### config.mk
export PLATFORM = sky130hd
export DESIGN_NAME = sm_ram_banked
export DESIGN_NICKNAME = d
export VERILOG_FILES = /design/src/rtl/sm_ram_pkg.sv /design/src/rtl/sm_seg_cache.sv /design/src/rtl/sm_ram_banked.sv
export SDC_FILE = /design/constraint.sdc
export NUM_CORES = 1
export LEC_CHECK = 0
export BUFFER_PORTS_ARGS = -buffer_cell sky130_fd_sc_hd__buf_2
export CAP_MARGIN = 5
export CORE_MARGIN = 1
export CORE_UTILIZATION = 37
export CTS_CLUSTER_SIZE = 16
export DETAILED_ROUTE_END_ITERATION = 10
export PLACE_DENSITY = 0.59
export SYNTH_ARGS = -nofsm -noshare
export SYNTH_HDL_FRONTEND = slang
export SYNTH_HIERARCHICAL = 1
export SYNTH_SLANG_ARGS = --single-unit
### constraint.sdc
create_clock -name clk -period 7.89 [get_ports clk]
set_input_delay 2.367 -clock clk [delete_from_list [all_inputs] [get_ports clk]]
set_output_delay 2.367 -clock clk [all_outputs]
set_load 0.05 [all_outputs]
### src/rtl/sm_ram_pkg.sv
// Shared types, default geometry and display-plane address helpers for sm_ram_banked.
package sm_ram_pkg;

   typedef enum logic [1:0] {CLEAR, IDLE, DUMP, LOAD} ram_state_t;

   localparam int DEF_ADDR_W    = 7;
   localparam int DEF_DATA_W    = 4;
   localparam int DEF_DISP_BASE = 'h60;
   localparam int DEF_SEGS      = 16;
   localparam int DEF_PLANES    = 2;

   // Negative below the display window; callers range-check against PLANES.
   function automatic int plane_of(input int a, input int base, input int seg_sh);
      return (a - base) >>> seg_sh;
   endfunction

   function automatic int seg_of(input int a, input int base, input int segs);
      return (a - base) & (segs - 1);
   endfunction

endpackage

### src/rtl/sm_seg_cache.sv
// Write-through cache of the display planes; one flop word per segment, LCD column picked by lcd_h.
module sm_seg_cache #(
   parameter int PLANES = 2,
   parameter int SEGS   = 16,
   parameter int DATA_W = 4,
   localparam int PW    = (PLANES > 1) ? $clog2(PLANES) : 1,
   localparam int SW    = $clog2(SEGS),
   localparam int HW    = $clog2(DATA_W)
) (
   input  logic                   clk,
   input  logic                   clr,
   input  logic                   we,
   input  logic [PW-1:0]          plane,
   input  logic [SW-1:0]          seg,
   input  logic [DATA_W-1:0]      data,
   input  logic [HW-1:0]          lcd_h,
   output logic [PLANES*SEGS-1:0] segments
);

   logic [PLANES-1:0][SEGS-1:0][DATA_W-1:0] cache;

   always_ff @(posedge clk) begin
      if (clr)
         cache <= '0;
      else if (we)
         cache[plane][seg] <= data;
   end

   for (genvar p = 0; p < PLANES; p++) begin : g_plane
      for (genvar i = 0; i < SEGS; i++) begin : g_seg
         assign segments[p*SEGS+i] = cache[p][i][lcd_h];
      end
   end

endmodule

### src/rtl/sm_ram_banked.sv
// Banked internal RAM with post-reset clear, display segment caches and a savestate dump/load stream.
// Optional macro SM_RAM_SEG_BLANK_EN adds a 'blank' input that forces segments low.
module sm_ram_banked import sm_ram_pkg::*; #(
   parameter int ADDR_W    = DEF_ADDR_W,
   parameter int DATA_W    = DEF_DATA_W,
   parameter int DISP_BASE = DEF_DISP_BASE,
   parameter int SEGS      = DEF_SEGS,
   parameter int PLANES    = DEF_PLANES
) (
   input  logic                      clk,
   input  logic                      reset,
   input  logic [ADDR_W-1:0]         addr,
   input  logic                      wren,
   input  logic [DATA_W-1:0]         data,
   output logic [DATA_W-1:0]         q,
   output logic                      busy,
   input  logic [$clog2(DATA_W)-1:0] lcd_h,
`ifdef SM_RAM_SEG_BLANK_EN
   input  logic                      blank,
`endif
   output logic [PLANES*SEGS-1:0]    segments,
   input  logic                      ss_dump_start,
   input  logic                      ss_load_start,
   output logic [DATA_W-1:0]         ss_out_data,
   output logic                      ss_out_valid,
   input  logic                      ss_out_ready,
   input  logic [DATA_W-1:0]         ss_in_data,
   input  logic                      ss_in_valid,
   output logic                      ss_in_ready,
   output logic                      ss_done
);

   localparam int DEPTH = 1 << ADDR_W;
   localparam int SW    = $clog2(SEGS);
   localparam int PW    = (PLANES > 1) ? $clog2(PLANES) : 1;
   localparam logic [ADDR_W:0] LAST = (ADDR_W+1)'(DEPTH - 1);

   if (DISP_BASE + PLANES*SEGS > DEPTH) begin : g_geom_err
      $error("sm_ram_banked: display planes extend past the RAM");
   end

   ram_state_t        state;
   logic [ADDR_W:0]   ptr;
   logic [ADDR_W-1:0] ptr_lo;
   logic              last;
   logic [DATA_W-1:0] ram [DEPTH];

   logic              we, hit;
   logic [ADDR_W-1:0] wa;
   logic [DATA_W-1:0] wd;
   logic [PW-1:0]     cplane;
   logic [SW-1:0]     cseg;
   logic [PLANES*SEGS-1:0] seg_raw;

   assign ptr_lo = ptr[ADDR_W-1:0];
   assign last   = (ptr == LAST);

   // Single RAM write port shared by the clear sweep, CPU and savestate load.
   always_comb begin
      we = 1'b0;
      wa = '0;
      wd = '0;
      unique case (state)
         CLEAR: begin we = 1'b1; wa = ptr_lo; end
         IDLE:  begin we = wren; wa = addr; wd = data; end
         LOAD:  begin we = ss_in_valid && ss_in_ready; wa = ptr_lo; wd = ss_in_data; end
         default: ;
      endcase
      if (reset) we = 1'b0;
   end

   assign hit    = (int'(wa) >= DISP_BASE) && (plane_of(int'(wa), DISP_BASE, SW) < PLANES);
   assign cplane = PW'(plane_of(int'(wa), DISP_BASE, SW));
   assign cseg   = SW'(seg_of(int'(wa), DISP_BASE, SEGS));

   always_ff @(posedge clk) begin
      if (we) ram[wa] <= wd;
   end

   always_ff @(posedge clk) begin
      if (reset) begin
         state        <= CLEAR;
         ptr          <= '0;
         busy         <= 1'b1;
         q            <= '0;
         ss_out_data  <= '0;
         ss_out_valid <= 1'b0;
         ss_in_ready  <= 1'b0;
         ss_done      <= 1'b0;
      end else begin
         ss_done <= 1'b0;
         unique case (state)
            CLEAR: begin
               ptr <= ptr + 1'b1;
               if (last) begin
                  state <= IDLE;
                  busy  <= 1'b0;
                  ptr   <= '0;
               end
            end
            IDLE: begin
               q <= ram[addr];
               if (ss_dump_start) begin
                  state <= DUMP;
                  busy  <= 1'b1;
                  ptr   <= '0;
               end else if (ss_load_start) begin
                  state       <= LOAD;
                  busy        <= 1'b1;
                  ptr         <= '0;
                  ss_in_ready <= 1'b1;
               end
            end
            DUMP: begin
               // First cycle primes word 0 so a same-cycle CPU write at the start lands first.
               if (!ss_out_valid) begin
                  ss_out_data  <= ram[ptr_lo];
                  ss_out_valid <= 1'b1;
               end else if (ss_out_ready) begin
                  if (last) begin
                     ss_out_valid <= 1'b0;
                     ss_done      <= 1'b1;
                     busy         <= 1'b0;
                     state        <= IDLE;
                  end else begin
                     ptr         <= ptr + 1'b1;
                     ss_out_data <= ram[ptr_lo + 1'b1];
                  end
               end
            end
            LOAD: begin
               if (ss_in_valid && ss_in_ready) begin
                  if (last) begin
                     ss_in_ready <= 1'b0;
                     ss_done     <= 1'b1;
                     busy        <= 1'b0;
                     state       <= IDLE;
                  end else begin
                     ptr <= ptr + 1'b1;
                  end
               end
            end
            default: state <= CLEAR;
         endcase
      end
   end

   sm_seg_cache #(.PLANES(PLANES), .SEGS(SEGS), .DATA_W(DATA_W)) u_cache (
      .clk      (clk),
      .clr      (reset),
      .we       (we && hit),
      .plane    (cplane),
      .seg      (cseg),
      .data     (wd),
      .lcd_h    (lcd_h),
      .segments (seg_raw)
   );

`ifdef SM_RAM_SEG_BLANK_EN
   assign segments = blank ? '0 : seg_raw;
`else
   assign segments = seg_raw;
`endif

endmodule

==> impl_summary.md <==
Placement
The placed cell area is 37,400 um2. The final weighted congestion in routability-driven placement is 0.969. During placement, the flow inserted port buffers numbering 67. The placed wire-length estimate after detailed placement is about 75 mm.

Synth
The net count of the mapped netlist is between 2,000 and 2,500. In this run, synthesis inferred between 500 and 600 flip-flops with an integrated enable. The sequential fraction of the synthesis area is 0.516. In the post-synthesis netlist, the biggest area contributors are sky130_fd_sc_hd__edfxtp_1, sky130_fd_sc_hd__mux4_2, sky130_fd_sc_hd__dfxtp_1.

For this run, asynchronously set or reset flops after synthesis account for 0. The most frequently used flop master after synthesis is sky130_fd_sc_hd__edfxtp_1. The total of warnings raised by yosys is 6. After technology mapping, the gate count stands at between 2,000 and 2,500. The commonest cells after synthesis are sky130_fd_sc_hd__edfxtp_1, sky130_fd_sc_hd__mux4_2, sky130_fd_sc_hd__mux2i_1. Yosys mapped the design onto just under 70 distinct sky130hd cell types. The netlist area before placement is 35,900 um2.

The dominant cell by count in the synthesized netlist is sky130_fd_sc_hd__edfxtp_1. The flip-flop and latch count after synthesis is 669. The top-area cell type share of the netlist area is 0.428. A synthesized cell averages 15.5 um2.

The cell taking the most area after synthesis is sky130_fd_sc_hd__edfxtp_1.

Flow run
The reported max-cap violation count is 0.

Worst hold path
The worst hold path belongs to the class reg2reg. Counting instances, the worst hold path has a depth of 2.

Worst setup path
The category of the critical setup timing path is in2out. The worst setup path is captured at a primary output. The worst register-to-register path has a setup slack of 3650 ps.

The kind of start point of the critical path is an input port. Data on the critical path is required at its endpoint by 5520 ps. The data arrival time of the critical path is 3970 ps. The number of cell instances on the worst register-to-register path is 7.

In this run the worst path has a maximum fanout of 22.

GRT
The number of antenna violations at the first check in global routing is 0. The global routing usage summed across all routing layers is 0.230. The total grt overflow is 0.

The number of global-route vias before repair is 23,500. The first global-routing pass estimated ~170 mm of wire. Entering global routing, the biggest net connects 129 pins.

STA
In this run the tightest slew margin relative to its limit is 0.179. Clock skew on the completed layout was measured at ~45 ps. Setup repair after global routing left no endpoint under its margin.

The worst hold slack across all endpoints is 475 ps. The final count of negative-setup-slack endpoints is 0. The clock period could shrink to 6340 ps. The final max-slew violation count is 0. At the pin with the least slew margin, the transition time is 1220 ps. The fraction of the cycle the final worst path needs is 0.803. The final hold violation count is 0.

After routing, the total negative slack on setup checks comes to 0 ps. The top achievable clock speed is around 0.16 GHz.

Power and ir drop
The fraction of power consumed by the clock network is 0.466. The power density over cell area is 205 nW/um2. The design draws 0.00823 W.

The fraction of power spent switching nets is 0.236. The combinational share of power is 0.075. Cell internal power was estimated by the tool at 0.00629 W.

The highest ir drop seen on vdd is approximately 0.16 mV. The leakage power total is between 10 and 15 nW. For this design the total switching power over the nets is 0.00194 W. The share of total power dissipated in sequential elements is 0.459.

CTS
The H-tree generated during clock tree synthesis spans 3 levels. The number of gates resized after cts is 0. The CTS clock-pin slew for the worst setup and hold paths is 60 ps. The clock passes through at most 3 buffers. The post-cts hold buffer count is 0.

The TritonCTS clock tree is built. The buffer count from post-CTS setup fixing is 0. The clock insertion delay at the later pin of the skew report is 650 ps. CTS placed an instance of sky130_fd_sc_hd__clkbuf_16 at the clock tree root.

The number of buffers created by CTS is 75. CTS saw 669 sinks.

Detailed routing
In the routed layout, each cell is associated on average with a via count of around 6.4. For this run, design rule violations remaining after detail routing come to 0. In the final routed layout, each cell accounts on average for 31.0 um.

The residual antenna-violating net count after detailed routing is 0. The first TritonRoute pass finished after 5 iterations. For this block, the initial DRC count from the detailed router was about 3,000.

The wire length after detailed routing is 113 mm. The number of vias after detailed routing is roughly 23,000.

Floorplanning
During I/O placement, the number of pins put on the boundary was 68. The die height is 314 um. The effective utilization at floorplan is 0.376. The row count is 113.

The die covers 98,300 um2. In this run the standard cell core region covers 95,600 um2. Measured along the x axis, the die boundary spans between 300 and 400 um.

Layout
The net count of the finished layout is 2,354. The layout-stage area growth over the synthesis result is 11.7%. The post-route cell area is 40,100 um2. The share of cells above drive strength 1 is 0.300.

Outcome
The run finished with clean final reports.
==> power groups by stage <==
stage               clock network (W)  registers [W]  logic [W]
floorplan                           0        0.00382   0.000472
global placement                    0        0.00385   0.000614
detailed placement                  0        0.00385   0.000620
CTS                           0.00388        0.00377   0.000619
global route                  0.00400        0.00377   0.000645
finish                        0.00384        0.00377   0.000619
==> metal layers <==
layer	GRT usage	vias to the layer above	wire length (um)
met3	0.0427	235	10600
met2	0.364	1442	53600
met4	0.0929	0	4670
met1	0.313	12300	44300
li1	-	9441	-
met5	0	-	0
==> state kept, by name, indices dropped and copies added (netlist names), named ones only <==
signal / count
ram: 512
q: 4
ss_done: 1
busy: 1
ss_in_ready: 1
state: 2
ss_out_valid: 1
ss_out_data: 4
ptr: 8
u_cache/cache: 128
==> cell type report <==
type | count | area (um2)
Sequential cell | 669 | 18500
Multi-Input combinational cell | 1458 | 16500
Inverter | 9 | 33.8
Tap cell | 1265 | 1580
Timing Repair Buffer | 111 | 742
Clock inverter | 55 | 718
Fill cell | 8606 | 55500
Antenna cell | 1 | 2.50
Clock buffer | 84 | 2000
==> placed cells by master (no fill, tap or decap), types with 7 or more instances in the layout <==
cell type,n
sky130_fd_sc_hd__a211oi_1,21
sky130_fd_sc_hd__a21oi_1,29
sky130_fd_sc_hd__a221oi_1,8
sky130_fd_sc_hd__a22oi_1,46
sky130_fd_sc_hd__a41oi_1,7
sky130_fd_sc_hd__and2_1,10
sky130_fd_sc_hd__and4b_1,7
sky130_fd_sc_hd__buf_2,64
sky130_fd_sc_hd__buf_4,41
sky130_fd_sc_hd__bufinv_16,13
sky130_fd_sc_hd__clkbuf_16,78
sky130_fd_sc_hd__clkinv_1,7
sky130_fd_sc_hd__clkinv_2,13
sky130_fd_sc_hd__clkinvlp_4,8
sky130_fd_sc_hd__dfxtp_1,154
sky130_fd_sc_hd__edfxtp_1,512
sky130_fd_sc_hd__inv_1,9
sky130_fd_sc_hd__mux2_2,11
sky130_fd_sc_hd__mux2i_1,184
sky130_fd_sc_hd__mux4_2,436
sky130_fd_sc_hd__nand2_1,161
sky130_fd_sc_hd__nand2b_1,145
sky130_fd_sc_hd__nand3_1,45
sky130_fd_sc_hd__nand4_1,11
sky130_fd_sc_hd__nor2_1,172
sky130_fd_sc_hd__nor2b_1,26
sky130_fd_sc_hd__nor3_1,12
sky130_fd_sc_hd__o21ai_0,7
sky130_fd_sc_hd__o21ai_1,9
sky130_fd_sc_hd__o22ai_1,11
==> path summary, 6_finish.rpt <==
path                        to               from
max                segments[0]           lcd_h[0]
min          u_cache/cache[56]  u_cache/cache[56]
max reg2reg         ram[84][1]           state[0]
min reg2reg  u_cache/cache[56]  u_cache/cache[56]
==> worst max-delay path, stage by stage <==
cell	delay, ps
sky130_fd_sc_hd__buf_2	300
sky130_fd_sc_hd__buf_4	460
sky130_fd_sc_hd__mux4_2	580
sky130_fd_sc_hd__buf_2	230
==> cells by family (layout without fill, tap and decap cells) <==
kind of cell,count (synthesis),count (layout),share of synthesized area
simple gates,627,627,0.0862
flops,669,669,0.516
compound gates,184,184,0.0364
mux,631,631,0.328
other cells,0,1,0
buf+inv,197,259,0.0280
xor+xnor,10,10,0.00359
fa+ha+maj,6,6,0.00209
==> stage by stage <==
| step | setup WS (ps) | utilization | instances |
|---|---|---|---|
| global placement | 1550 | 0.391 | 3512 |
| finish | 1550 | 0.420 | 3652 |
| detailed placement | 1500 | 0.391 | 3512 |
| CTS | 1490 | 0.420 | 3651 |
| global route | 1420 | 0.420 | 3651 |
| floorplan | 2110 | - | 2324 |
Note: power is estimated with default switching activity, not from simulation.
